[config.mk]
export PLATFORM = sky130hd
export DESIGN_NAME = axis_operand_join
export DESIGN_NICKNAME = d
export VERILOG_FILES = /design/src/rtl/axis_operand_join_pkg.sv /design/src/rtl/axis_reg_slice.sv /design/src/rtl/axis_operand_join.sv
export SDC_FILE = /design/constraint.sdc
export NUM_CORES = 1
export LEC_CHECK = 0
export ABC_AREA = 0
export BUFFER_PORTS_ARGS = -buffer_cell sky130_fd_sc_hd__buf_2
export CELL_PAD_IN_SITES_DETAIL_PLACEMENT = 1
export CELL_PAD_IN_SITES_GLOBAL_PLACEMENT = 2
export CORE_ASPECT_RATIO = 0.75
export CORE_UTILIZATION = 23
export DETAILED_ROUTE_END_ITERATION = 16
export GPL_TIMING_DRIVEN = 0
export PLACE_DENSITY = 0.75
export SETUP_SLACK_MARGIN = 0.3
export SYNTH_ARGS = -nofsm -noshare
export SYNTH_HDL_FRONTEND = slang
export SYNTH_SLANG_ARGS = --single-unit
[constraint.sdc]
create_clock -name aclk -period 2.5 [get_ports aclk]
set_clock_uncertainty 0.2 [all_clocks]
set_input_delay 0.75 -clock aclk [delete_from_list [all_inputs] [get_ports aclk]]
set_output_delay 0.75 -clock aclk [all_outputs]
set_load 0.05 [all_outputs]
[src/rtl/axis_operand_join_pkg.sv]
// Shared constants and state encodings for the operand-join block and its
// output register slice.
package axis_operand_join_pkg;

    localparam int DEF_SIZE  = 32;
    localparam int DEF_CNT_W = 16;

    // Output stage occupancy without the skid register.
    typedef enum logic {
        OUT_EMPTY = 1'b0,
        OUT_FULL  = 1'b1
    } out_state_e;

    // Output stage occupancy with the skid register (output + skid entries).
    typedef enum logic [1:0] {
        EMPTY = 2'd0,
        ONE   = 2'd1,
        TWO   = 2'd2
    } skid_state_e;

endpackage

[src/rtl/axis_reg_slice.sv]
// Output register slice for the joined stream. Define AXIS_JOIN_SKID_EN to add
// a one-entry skid register that breaks the m_axis_tready -> accept path.
module axis_reg_slice
    import axis_operand_join_pkg::*;
#(
    parameter int WIDTH = 2 * DEF_SIZE
) (
    input  logic             aclk,
    input  logic             aresetn,
    input  logic [WIDTH-1:0] in_data,
    input  logic             in_fire,
    output logic             accept,
    output logic [WIDTH-1:0] out_data,
    output logic             out_valid,
    input  logic             out_ready
);

`ifdef AXIS_JOIN_SKID_EN

    skid_state_e      state_q, state_d;
    logic [WIDTH-1:0] out_q, out_d;
    logic [WIDTH-1:0] skid_q, skid_d;

    // Next-state: a fire that cannot go to the output lands in the skid entry.
    always_comb begin
        state_d = state_q;
        out_d   = out_q;
        skid_d  = skid_q;
        case (state_q)
            EMPTY: begin
                if (in_fire) begin
                    out_d   = in_data;
                    state_d = ONE;
                end else begin
                    state_d = EMPTY;
                end
            end
            ONE: begin
                if (out_ready && in_fire) begin
                    out_d   = in_data;
                    state_d = ONE;
                end else if (out_ready) begin
                    state_d = EMPTY;
                end else if (in_fire) begin
                    skid_d  = in_data;
                    state_d = TWO;
                end else begin
                    state_d = ONE;
                end
            end
            TWO: begin
                if (out_ready) begin
                    out_d   = skid_q;
                    state_d = ONE;
                end else begin
                    state_d = TWO;
                end
            end
            default: begin
                state_d = EMPTY;
            end
        endcase
    end

    // State and storage registers with synchronous reset.
    always_ff @(posedge aclk) begin
        if (!aresetn) begin
            state_q <= EMPTY;
            out_q   <= '0;
            skid_q  <= '0;
        end else begin
            state_q <= state_d;
            out_q   <= out_d;
            skid_q  <= skid_d;
        end
    end

    // Accept depends only on registered state.
    assign accept    = (state_q != TWO);
    assign out_valid = (state_q != EMPTY);
    assign out_data  = out_q;

`else

    out_state_e       state_q, state_d;
    logic [WIDTH-1:0] out_q, out_d;

    // Next-state: a simultaneous drain and fire keeps the stage full with new data.
    always_comb begin
        state_d = state_q;
        out_d   = out_q;
        case (state_q)
            OUT_EMPTY: begin
                if (in_fire) begin
                    out_d   = in_data;
                    state_d = OUT_FULL;
                end else begin
                    state_d = OUT_EMPTY;
                end
            end
            OUT_FULL: begin
                if (in_fire) begin
                    out_d   = in_data;
                    state_d = OUT_FULL;
                end else if (out_ready) begin
                    state_d = OUT_EMPTY;
                end else begin
                    state_d = OUT_FULL;
                end
            end
            default: begin
                state_d = OUT_EMPTY;
            end
        endcase
    end

    // State and storage registers with synchronous reset.
    always_ff @(posedge aclk) begin
        if (!aresetn) begin
            state_q <= OUT_EMPTY;
            out_q   <= '0;
        end else begin
            state_q <= state_d;
            out_q   <= out_d;
        end
    end

    // Accept is combinational from out_ready in this build.
    assign out_valid = (state_q == OUT_FULL);
    assign accept    = !out_valid || out_ready;
    assign out_data  = out_q;

`endif

endmodule

[src/rtl/axis_operand_join.sv]
// Joins operand streams A and B into one {B,A} beat per fire and counts fires.
// Define AXIS_JOIN_SKID_EN for a registered (skid-buffered) accept.
module axis_operand_join
    import axis_operand_join_pkg::*;
#(
    parameter int SIZE  = DEF_SIZE,
    parameter int CNT_W = DEF_CNT_W
) (
    input  logic              aclk,
    input  logic              aresetn,
    input  logic [SIZE-1:0]   s_axis_a_tdata,
    input  logic              s_axis_a_tvalid,
    output logic              s_axis_a_tready,
    input  logic [SIZE-1:0]   s_axis_b_tdata,
    input  logic              s_axis_b_tvalid,
    output logic              s_axis_b_tready,
    output logic [2*SIZE-1:0] m_axis_tdata,
    output logic              m_axis_tvalid,
    input  logic              m_axis_tready,
    output logic [CNT_W-1:0]  join_count
);

    logic             accept_s;
    logic             fire_s;
    logic [CNT_W-1:0] count_q, count_d;

    // Both operands are consumed together or not at all; nothing is taken in reset.
    assign fire_s          = aresetn && accept_s && s_axis_a_tvalid && s_axis_b_tvalid;
    assign s_axis_a_tready = fire_s;
    assign s_axis_b_tready = fire_s;

    axis_reg_slice #(
        .WIDTH (2 * SIZE)
    ) u_slice (
        .aclk      (aclk),
        .aresetn   (aresetn),
        .in_data   ({s_axis_b_tdata, s_axis_a_tdata}),
        .in_fire   (fire_s),
        .accept    (accept_s),
        .out_data  (m_axis_tdata),
        .out_valid (m_axis_tvalid),
        .out_ready (m_axis_tready)
    );

    // Fire counter, wraps naturally at 2^CNT_W.
    always_comb begin
        if (fire_s) begin
            count_d = count_q + CNT_W'(1);
        end else begin
            count_d = count_q;
        end
    end

    // Counter register with synchronous reset.
    always_ff @(posedge aclk) begin
        if (!aresetn) begin
            count_q <= '0;
        end else begin
            count_q <= count_d;
        end
    end

    assign join_count = count_q;

endmodule

==> Implementation_results.wiki, run 1 <==
{| class="wikitable"
! Metric !! Value
|-
| Outcome || finished, final reports clean
|-
| Number of maximum-capacitance constraint violations || 0
|-
| Pwr per Cell Area || 713 mW/mm^2
|-
| Synth-to-Final Area Change || 46.8%
|-
| Largest fanout on the critical path || 2
|-
| Req. time, crit path || 1550 ps
|-
| Static Leak || 1.93 nW
|-
| Antenna Violating Nets Remaining || 0
|-
| Total Die Area || 0.0133 mm^2
|-
| Highest ir drop seen on vdd || 0.000301 V
|-
| R2r worst-path depth || 4
|-
| Number of global-route vias before repair || 3095
|-
| Fraction of final layout cells with drive strength greater than 1 || 0.344
|-
| Most area-consuming cells after synthesis || sky130_fd_sc_hd__dfxtp_1 55%, sky130_fd_sc_hd__nand2_1 17%, sky130_fd_sc_hd__a21oi_1 13%
|-
| Effective utilization at floorplan || 0.239
|-
| Non-filler instance count after layout || 709
|-
| Final #Nets || 608
|-
| Yosys reg bits || 81
|-
| Minimum hold slack || 249 ps
|-
| Part of the cycle the worst path needs || 0.972
|-
| Num CTS Buffers || 9
|-
| FFs w/ async S/R, synth || 0
|-
| Min cycle time layout || 2430 ps
|-
| Hold path depth || 2
|-
| Normalized max-slew margin || 0.662
|-
| Endpoint class of the critical path || primary output
|-
| Number of placed cells counting well taps || 689
|-
| Synthesized area per cell || 7.95 um^2
|-
| Antenna violations before repair || 0
|-
| Leading cell types by count after synthesis || 136 x sky130_fd_sc_hd__nand2_1, 81 x sky130_fd_sc_hd__dfxtp_1, 76 x sky130_fd_sc_hd__a21oi_1
|-
| Number of inserted diodes || 0
|-
| First-pass GRT wire length || 15.4 mm
|-
| Post-Route WL || 9.64 mm
|-
| Hold-fix buffer count after cts || 0
|-
| Number of buffers on the longest clock path || 2
|-
| Sequential-to-total area share from yosys stat || 0.548
|-
| Site Rows || 35
|-
| Post-synth EDFFs || 0
|-
| Max Clk Rate || 412 MHz
|-
| Cell taking the most area after synthesis || sky130_fd_sc_hd__dfxtp_1
|-
| Unrepaired setup endpoints after global routing || yes
|-
| I/O pin cnt || 152
|-
| Post-route worst setup slack || 70.1 ps
|-
| Clock slew at the register clock pins of the worst setup and hold paths || 60 ps
|-
| CTS Sinks || 81
|-
| Clock tree from TritonCTS || built
|-
| End of the worst register-to-register path || join_count[11]
|-
| CTS root buffer || sky130_fd_sc_hd__clkbuf_16
|-
| CP startpoint kind || input pin
|-
| Final cell utilization of the core || 0.350
|-
| Ys flop type || sky130_fd_sc_hd__dfxtp_1
|-
| Pin count of the biggest net entering global routing || 14
|-
| Horizontal extent of the die || 133 um
|-
| Final Hold Viols || 0
|-
| Power Total || 3.10 mW
|-
| Clock H-tree levels || 3
|-
| Number of distinct library cells after synthesis || 28
|-
| Setup Viol. Count Final || 0
|-
| Register-to-Register Setup Slack || 560 ps
|-
| Congestion Overflow GR || 0
|-
| Worst setup slack after placement || -414 ps
|-
| Detailed-route via count || 3114
|-
| Count leader, synth || sky130_fd_sc_hd__nand2_1
|-
| Overall global routing resource usage || 0.148
|-
| Series of cell instances along the critical path || buf_6 > and2_4 > nand2_4 > clkbuf_8 > nor2_4 > buf_6 > buf_8
|-
| Critical register-to-register path startpoint || join_count[4]
|-
| Y dimension of the die || 100 um
|-
| Total half-perimeter wirelength after legalization and detailed placement || 7.26 mm
|-
| Slowest cell on crit path || sky130_fd_sc_hd__and2_4
|-
| Clock latency on the worst-skew pair || 330 ps
|-
| Residual DRC count || 0
|-
| Synth Warn # || 0
|-
| Worst setup path category || input pin to primary output
|-
| Post-placement cell area || 0.00395 mm^2
|-
| Post-synthesis net count || 442
|-
| Post-DR wirelength/cell || 13.6 um
|-
| CP max stage delay || 150 ps
|-
| Quantity of I/O buffers inserted on ports || 151
|-
| Length of the first detailed-routing pass in iterations || 4
|-
| Area share of the leading cell type in the synthesized netlist || 0.548
|-
| Worst hold-check path type || register to register
|-
| Total negative slack || 0 ps
|-
| Number of violations reported at the end of detailed-routing iteration 0 || 64
|-
| Synth Instances || 372
|-
| Final Max Tran Viols || 0
|-
| Beginning of the worst hold path || u_slice.out_data[57]
|-
| Placer Congestion || 0.688
|-
| Fill cell total of the finished layout || 1520
|-
| Netlist area before placement || 0.00296 mm^2
|-
| Actual slew at the worst max-slew pin || 506 ps
|-
| Final Cell Area || 0.00434 mm^2
|-
| Via density per instance || 4.39
|-
| End of the worst hold path || u_slice.out_data[57]
|-
| WP data arrival || 1480 ps
|-
| CP dominant cell by count || sky130_fd_sc_hd__buf_6
|-
| Crit. Startpoint || s_axis_b_tvalid
|-
| Standard cell core area || 0.0124 mm^2
|}
==> report_power, final <==
| group | switching, mW | leakage, nW | total [mW] | internal, mW |
|---|---|---|---|---|
| sequential | 0.0258 | 0.660 | 1.37 | 1.34 |
| combinational | 0.324 | 1.13 | 0.456 | 0.132 |
| clock | 0.519 | 0.145 | 1.27 | 0.752 |
==> repair_timing <==
item                                    CTS  global route
resized for setup                        15             2
endpoints found under the setup margin    2            22
pin swaps                                 3             0
setup buffers                             4             0
==> area by class of cell <==
type,count,area [um^2],area share
flip-flops and latches,81,1620,0.373
multi-input cells,262,1240,0.286
repair buffers,155,817,0.188
clock buffers,12,267,0.0614
well taps,166,208,0.0478
plain buffers,24,139,0.0320
clock inverters,4,26.3,0.00605
inverters,5,23.8,0.00548
==> kinds of logic after synthesis <==
group,share of synthesized area
and+or+nand+nor,0.241
muxes,0.00338
AOI/OAI and AO/OA,0.154
buffers and inverters,0.0406
DFF,0.548
adders and majority gates,0.00423
xor gates and xnor gates,0.00888
==> metal layers <==
layer / wire length [um] / vias to the layer above / GRT usage
met5: 0 / - / 0
met4: 80 / 0 / 0.0345
met3: 834 / 8 / 0.0601
met2: 4190 / 106 / 0.236
met1: 4540 / 1435 / 0.186
li1: - / 1565 / -
==> sequential cells by signal (all words and copies together) (netlist names) <==
| name | count |
|---|---|
| u_slice.out_data | 64 |
| u_slice.out_valid | 1 |
| join_count | 16 |
==> cells in the final DEF (no fill, tap or decap), types with 2 or more instances in the layout <==
cell type	instances
sky130_fd_sc_hd__a21oi_1	76
sky130_fd_sc_hd__and3_1	2
sky130_fd_sc_hd__buf_1	2
sky130_fd_sc_hd__buf_2	152
sky130_fd_sc_hd__buf_4	5
sky130_fd_sc_hd__buf_6	4
sky130_fd_sc_hd__clkbuf_1	11
sky130_fd_sc_hd__clkbuf_16	10
sky130_fd_sc_hd__clkbuf_2	2
sky130_fd_sc_hd__clkbuf_8	4
sky130_fd_sc_hd__clkinv_2	2
sky130_fd_sc_hd__dfxtp_1	81
sky130_fd_sc_hd__inv_1	4
sky130_fd_sc_hd__nand2_1	135
sky130_fd_sc_hd__nand3_1	5
sky130_fd_sc_hd__nand4_1	5
sky130_fd_sc_hd__nor2_1	4
sky130_fd_sc_hd__o21ai_0	6
sky130_fd_sc_hd__o31ai_1	5
sky130_fd_sc_hd__or3_1	5
sky130_fd_sc_hd__or4_1	4
sky130_fd_sc_hd__xnor2_1	2
==> worst max-delay path: cells and delay by family <==
| family | cells | cell delay [ps] |
|---|---|---|
| buffers and inverters | 4 | 430 |
| and+or+nand+nor | 3 | 300 |
==> how the worst max path moves through the flow <==
stage,to,depth (start not counted),slack (ps)
6_report,s_axis_b_tready,7,70
5_1_grt,s_axis_b_tready,7,40
4_1_cts,s_axis_b_tready,7,60
3_5_place_dp,s_axis_b_tready,6,-410
3_3_place_gp,s_axis_b_tready,6,-400
2_1_floorplan,s_axis_b_tready,5,-80
No activity file was read; power rests on OpenSTA's default activity.
==> inputs of run 2 (changes only) <==
--- a/config.mk
+++ b/config.mk
@@ -9,7 +9,7 @@
 export BUFFER_PORTS_ARGS = -buffer_cell sky130_fd_sc_hd__buf_2
 export CELL_PAD_IN_SITES_DETAIL_PLACEMENT = 1
 export CELL_PAD_IN_SITES_GLOBAL_PLACEMENT = 2
-export CORE_ASPECT_RATIO = 0.75
+export CORE_ASPECT_RATIO = 1.25
 export CORE_UTILIZATION = 23
 export DETAILED_ROUTE_END_ITERATION = 16
 export GPL_TIMING_DRIVEN = 0
==> run 2 against run 1 <==
Compared with the run above: clock power increased by 19%; clock-buffer cell count decreased by 1; power rose by 7.9%; register-to-register slack better by 80 ps; routed wire length is 1.5% lower; worst setup slack gained 1.3 ps; maximum frequency about the same; sequential share of layout area down 0.58 points; final area increased by 1.6%; first-iteration DRC count down 50%; via count rose by 1.2%; die area hardly changed; largest power group is now clock; highest routed layer unchanged.
==> Implementation_results.wiki, run 2 (synthesis results as in run 1) <==
{| class="wikitable"
! Metric !! Value
|-
| CP max stage delay || 150 ps
|-
| Pin count of the biggest net entering global routing || 14
|-
| Share of total power in sequential cells || 0.410
|-
| Effective utilization at floorplan || 0.240
|-
| Worst Path Buf+Inv || 4
|-
| Top Usage Layer GRT || met2
|-
| Family of cells with the greatest summed delay on the critical path || buffers and inverters
|-
| Highest ir drop seen on vdd || 0.000246 V
|-
| Number of violations reported at the end of detailed-routing iteration 0 || 32
|-
| Endpoint class of the critical path || primary output
|-
| Final cell utilization of the core || 0.358
|-
| Clock latency on the worst-skew pair || 330 ps
|-
| Part of the power in the clock network || 0.453
|-
| Slowest cell on crit path || sky130_fd_sc_hd__and2_4
|-
| End of the worst register-to-register path || join_count[9]
|-
| Quantity of I/O buffers inserted on ports || 151
|-
| Number of maximum-capacitance constraint violations || 0
|-
| Placer Congestion || 0.721
|-
| Post-Route WL || 9.50 mm
|-
| Fraction of final layout cells with drive strength greater than 1 || 0.345
|-
| Worst setup path category || input pin to primary output
|-
| Met1 usage in global routing || 0.166
|-
| CTS Sinks || 81
|-
| Total half-perimeter wirelength after legalization and detailed placement || 7.17 mm
|-
| Part of the power in combinational logic || 0.137
|-
| Horizontal extent of the die || 103 um
|-
| Pwr per Cell Area || 757 mW/mm^2
|-
| Overall global routing resource usage || 0.147
|-
| Total Die Area || 0.0133 mm^2
|-
| CP startpoint kind || input pin
|-
| Final Hold Viols || 0
|-
| Final #Nets || 610
|-
| Largest fanout on the critical path || 2
|-
| Met2 capacity usage during global routing || 0.259
|-
| Power Total || 3.34 mW
|-
| Antenna Violating Nets Remaining || 0
|-
| Met3 track demand over resource in global routing || 0.0277
|-
| WP data arrival || 1480 ps
|-
| Worst hold-check path type || register to register
|-
| Residual DRC count || 0
|-
| Req. time, crit path || 1550 ps
|-
| Actual slew at the worst max-slew pin || 513 ps
|-
| Congestion Overflow GR || 0
|-
| Synth-to-Final Area Change || 49.1%
|-
| Y dimension of the die || 129 um
|-
| Clock H-tree levels || 3
|-
| Site Rows || 45
|-
| Via density per instance || 4.44
|-
| Antenna violations before repair || 0
|-
| Max Clk Rate || 412 MHz
|-
| Part of the cycle the worst path needs || 0.971
|-
| I/O pin cnt || 152
|-
| Number of inserted diodes || 0
|-
| Static Leak || 1.96 nW
|-
| Num CTS Buffers || 9
|-
| Clock slew at the register clock pins of the worst setup and hold paths || 60 ps
|-
| End of the worst hold path || u_slice.out_data[44]
|-
| Number of buffers on the longest clock path || 2
|-
| CTS root buffer || sky130_fd_sc_hd__clkbuf_16
|-
| Series of cell instances along the critical path || buf_6 > and2_4 > nand2_4 > buf_8 > nor2_4 > buf_6 > buf_8
|-
| Post-DR wirelength/cell || 13.4 um
|-
| Most common cell after layout, fill and taps aside || sky130_fd_sc_hd__buf_2
|-
| Min cycle time layout || 2430 ps
|-
| First-pass GRT wire length || 15.0 mm
|-
| Switching part of the total power || 0.258
|-
| Number of global-route vias before repair || 3158
|-
| Commonest cells after routing, fill and taps aside || 151 x sky130_fd_sc_hd__buf_2, 135 x sky130_fd_sc_hd__nand2_1, 81 x sky130_fd_sc_hd__dfxtp_1, 76 x sky130_fd_sc_hd__a21oi_1, 12 x sky130_fd_sc_hd__clkbuf_1
|-
| Length of the first detailed-routing pass in iterations || 4
|-
| Detailed-route via count || 3151
|-
| Critical register-to-register path startpoint || join_count[0]
|-
| Register-to-Register Setup Slack || 640 ps
|-
| Beginning of the worst hold path || u_slice.out_data[44]
|-
| Net Switching || 0.862 mW
|-
| Minimum hold slack || 250 ps
|-
| Clock tree from TritonCTS || built
|-
| Internal Dissipation || 2.48 mW
|-
| Fill cell total of the finished layout || 1521
|-
| Normalized max-slew margin || 0.658
|-
| Hold path depth || 2
|-
| Final Max Tran Viols || 0
|-
| R2r worst-path depth || 4
|-
| Unrepaired setup endpoints after global routing || yes
|-
| Setup Viol. Count Final || 0
|-
| Outcome || finished, final reports clean
|-
| Standard cell core area || 0.0123 mm^2
|-
| Max FFs per register || 64
|}
## run 2: cell count changes in the layout (fill, tap and decap cells not counted)
cell | before | now
sky130_fd_sc_hd__clkinv_4 | 1 | 0
sky130_fd_sc_hd__clkbuf_4 | 0 | 1
sky130_fd_sc_hd__buf_4 | 5 | 7
sky130_fd_sc_hd__clkinv_2 | 2 | 1
sky130_fd_sc_hd__clkbuf_1 | 11 | 12
sky130_fd_sc_hd__bufinv_16 | 0 | 3
sky130_fd_sc_hd__buf_2 | 152 | 151
sky130_fd_sc_hd__buf_8 | 1 | 2
sky130_fd_sc_hd__clkbuf_8 | 4 | 1
## run 2: what timing repair did
item / 4_1_cts / 5_1_grt
setup buffers: 4 / 2
pin swaps: 3 / 3
hold buffers: 0 / 0
resized for setup: 15 / 4
setup endpoints to repair: 2 / 22
cloned: 0 / 0
## run 2: cell type report
| cell class | instances | area (um^2) | share of cell area |
|---|---|---|---|
| Buffer | 24 | 143 | 0.0323 |
| Clock buffer | 11 | 243 | 0.0550 |
| Clock inverter | 5 | 103 | 0.0233 |
| Inverter | 5 | 23.8 | 0.00539 |
| Multi-Input combinational cell | 262 | 1240 | 0.281 |
| Sequential cell | 81 | 1620 | 0.368 |
| Tap cell | 164 | 205 | 0.0465 |
| Timing Repair Buffer | 157 | 832 | 0.189 |
## run 2: how the worst max path moves through the flow
stage                     from         endpoint  slack [ps]  depth (start not counted)
4_1_cts        s_axis_b_tvalid  s_axis_b_tready          70                          7
2_1_floorplan  s_axis_a_tvalid  s_axis_b_tready         -80                          5
6_report       s_axis_a_tvalid  s_axis_b_tready          70                          7
5_1_grt        s_axis_a_tvalid  s_axis_b_tready          40                          7
3_5_place_dp           aresetn  s_axis_b_tready        -390                          6
3_3_place_gp           aresetn  s_axis_b_tready        -370                          6
## run 2: worst min-delay path, delay by kind of cell (launching register included)
kind	cells	cell delay, ps
AND/OR/NAND/NOR	1	50
flip-flops	1	300
AO/OA/AOI/OAI	1	50
## run 2: routing by layer
| metal | routed length [um] | share of wire |
|---|---|---|
| met3 | 517 | 0.054 |
| met4 | 235 | 0.025 |
| met2 | 4850 | 0.51 |
| met5 | 0 | 0 |
| met1 | 3890 | 0.41 |
## run 2: metrics by stage
step / setup TNS (ps) / instance area (um^2) / setup WS (ps) / cells
floorplan: -79.0 / 2990 / -79.0 / 372
global placement: -653 / 3950 / -373 / 687
detailed placement: -677 / 3950 / -386 / 687
CTS: 0 / 4390 / 65.7 / 707
global route: 0 / 4410 / 37.9 / 709
finish: 0 / 4410 / 71.5 / 709
## run 2: power by group through the flow
stage	clock network, mW	logic [mW]	registers (mW)
floorplan	0	0.119	1.57
global placement	0	0.442	1.40
detailed placement	0	0.446	1.40
CTS	1.57	0.462	1.37
global route	1.64	0.497	1.37
finish	1.51	0.457	1.37
==> inputs of run 3 (changes only) <==
--- a/config.mk
+++ b/config.mk
@@ -11,6 +11,7 @@
 export CELL_PAD_IN_SITES_GLOBAL_PLACEMENT = 2
 export CORE_ASPECT_RATIO = 1.25
 export CORE_UTILIZATION = 23
+export CTS_BUF_LIST = sky130_fd_sc_hd__clkbuf_16
 export DETAILED_ROUTE_END_ITERATION = 16
 export GPL_TIMING_DRIVEN = 0
 export PLACE_DENSITY = 0.75
==> run 3 against run 2 <==
Compared with the run above: combinational power hardly changed; sequential cell count stayed put; routed wire length is 0.22% higher; via count hardly changed; highest routed layer unchanged; first-iteration DRC count is 3.1% higher; worst setup slack stayed put.
==> Implementation_results.wiki, run 3 (synthesis results as in run 1) <==
{| class="wikitable"
! Metric !! Value
|-
| Length of the first detailed-routing pass in iterations || 4
|-
| Unrepaired setup endpoints after global routing || yes
|-
| Number of inserted diodes || 0
|-
| Number of placed cells counting well taps || 687
|-
| Effective utilization at floorplan || 0.240
|-
| Residual DRC count || 0
|-
| Quantity of I/O buffers inserted on ports || 151
|-
| Post-route worst setup slack || 71.5 ps
|-
| Congestion Overflow GR || 0
|-
| Num CTS Buffers || 9
|-
| Pwr per Cell Area || 752 mW/mm^2
|-
| Post-Route WL || 9.52 mm
|-
| Normalized max-slew margin || 0.658
|-
| Hold path depth || 2
|-
| Most common cell after layout, fill and taps aside || sky130_fd_sc_hd__buf_2
|-
| Placer Congestion || 0.721
|-
| Non-filler instance count after layout || 709
|-
| Clock H-tree levels || 3
|-
| Static Leak || 1.96 nW
|-
| Power Total || 3.31 mW
|-
| CP startpoint kind || input pin
|-
| Antenna violations before repair || 0
|-
| Max Clk Rate || 412 MHz
|-
| Clock slew at the register clock pins of the worst setup and hold paths || 60 ps
|-
| Clock tree from TritonCTS || built
|-
| R2r worst-path depth || 4
|-
| Antenna Violating Nets Remaining || 0
|-
| Clock latency on the worst-skew pair || 330 ps
|-
| Req. time, crit path || 1550 ps
|-
| Post-DR wirelength/cell || 13.4 um
|-
| Minimum hold slack || 250 ps
|-
| Commonest cells after routing, fill and taps aside || 151 x sky130_fd_sc_hd__buf_2, 135 x sky130_fd_sc_hd__nand2_1, 81 x sky130_fd_sc_hd__dfxtp_1, 76 x sky130_fd_sc_hd__a21oi_1, 11 x sky130_fd_sc_hd__clkbuf_1
|-
| Worst setup path category || input pin to primary output
|-
| Number of buffers on the longest clock path || 2
|-
| Worst hold-check path type || register to register
|-
| I/O pin cnt || 152
|-
| Worst setup slack after placement || -386 ps
|-
| CTS root buffer || sky130_fd_sc_hd__clkbuf_16
|-
| Max FFs per register || 64
|-
| Fraction of final layout cells with drive strength greater than 1 || 0.343
|-
| Fill cell total of the finished layout || 1524
|-
| Via density per instance || 4.45
|-
| Number of global-route vias before repair || 3163
|-
| WP data arrival || 1480 ps
|-
| Highest ir drop seen on vdd || 0.000246 V
|-
| Horizontal extent of the die || 103 um
|-
| Final Max Tran Viols || 0
|-
| Total half-perimeter wirelength after legalization and detailed placement || 7.17 mm
|-
| Standard cell core area || 0.0123 mm^2
|-
| Outcome || finished, final reports clean
|-
| Actual slew at the worst max-slew pin || 513 ps
|-
| Endpoint class of the critical path || primary output
|-
| Setup Viol. Count Final || 0
|-
| Min cycle time layout || 2430 ps
|-
| Largest fanout on the critical path || 2
|-
| Synth-to-Final Area Change || 48.8%
|-
| CTS Sinks || 81
|-
| Detailed-route via count || 3152
|-
| Number of violations reported at the end of detailed-routing iteration 0 || 33
|-
| Hold-fix buffer count after cts || 0
|-
| Overall global routing resource usage || 0.147
|-
| Final Hold Viols || 0
|-
| Y dimension of the die || 129 um
|-
| Site Rows || 45
|-
| Pin count of the biggest net entering global routing || 14
|-
| Part of the cycle the worst path needs || 0.971
|-
| Number of maximum-capacitance constraint violations || 0
|-
| First-pass GRT wire length || 15.0 mm
|-
| Final #Nets || 610
|-
| Total Die Area || 0.0133 mm^2
|}
==> run 3: changes by cell type in the layout (fill, tap and decap cells not counted), sizes merged <==
| cell | before | now |
|---|---|---|
| clkinv | 1 | 2 |
| clkbuf | 26 | 24 |
| inv | 5 | 6 |
==> run 3: path summary, 6_finish.rpt <==
path | to | slack (ps) | startpoint
setup / recovery | s_axis_b_tready | 70 | s_axis_a_tvalid
hold reg to reg | u_slice.out_data[44] | 250 | u_slice.out_data[44]
setup reg to reg | join_count[9] | 640 | join_count[0]
hold / removal | u_slice.out_data[44] | 250 | u_slice.out_data[44]
==> run 3: repair_timing <==
item,in CTS,in global routing
pin swaps,3,3
setup endpoints to repair,2,22
cloned,0,0
setup buffers,4,2
resized for setup,15,4
hold endpoints to repair,0,0
==> run 3: critical path, stage by stage <==
cell and delay (ps):
sky130_fd_sc_hd__buf_6 70, sky130_fd_sc_hd__and2_4 150, sky130_fd_sc_hd__nand2_4 50, sky130_fd_sc_hd__buf_8 120
sky130_fd_sc_hd__nor2_4 100, sky130_fd_sc_hd__buf_6 100, sky130_fd_sc_hd__buf_8 130
==> run 3: metal layers <==
layer  global-route usage  share of wire  wire [um]  up-vias
met5                    0              0          0        -
met4               0.0771          0.025        235        0
met3               0.0277          0.054        517       16
met2                0.260           0.51       4860       93
met1                0.166           0.41       3910     1476
li1                     -              -          -     1567
==> run 3: layout make-up <==
class	count	area (um^2)	share of cell area
Sequential cell	81	1620	0.368
Timing Repair Buffer	157	832	0.189
Tap cell	164	205	0.0466
Buffer	24	143	0.0324
Inverter	5	23.8	0.00540
Clock inverter	7	110	0.0250
Clock buffer	9	225	0.0512
Multi-Input combinational cell	262	1240	0.282
==> run 3: stage by stage <==
| stage | util | setup TNS [ps] | area (um^2) |
|---|---|---|---|
| floorplan | - | -79.0 | 2990 |
| global placement | 0.320 | -653 | 3950 |
| detailed placement | 0.320 | -677 | 3950 |
| CTS | 0.355 | 0 | 4380 |
| global route | 0.357 | 0 | 4400 |
| finish | 0.357 | 0 | 4400 |
==> run 3: power by group <==
group / internal [mW] / leakage (nW) / total [mW] / switching [mW]
clock: 0.967 / 0.164 / 1.48 / 0.514
combinational: 0.135 / 1.14 / 0.457 / 0.323
sequential: 1.34 / 0.660 / 1.37 / 0.0267
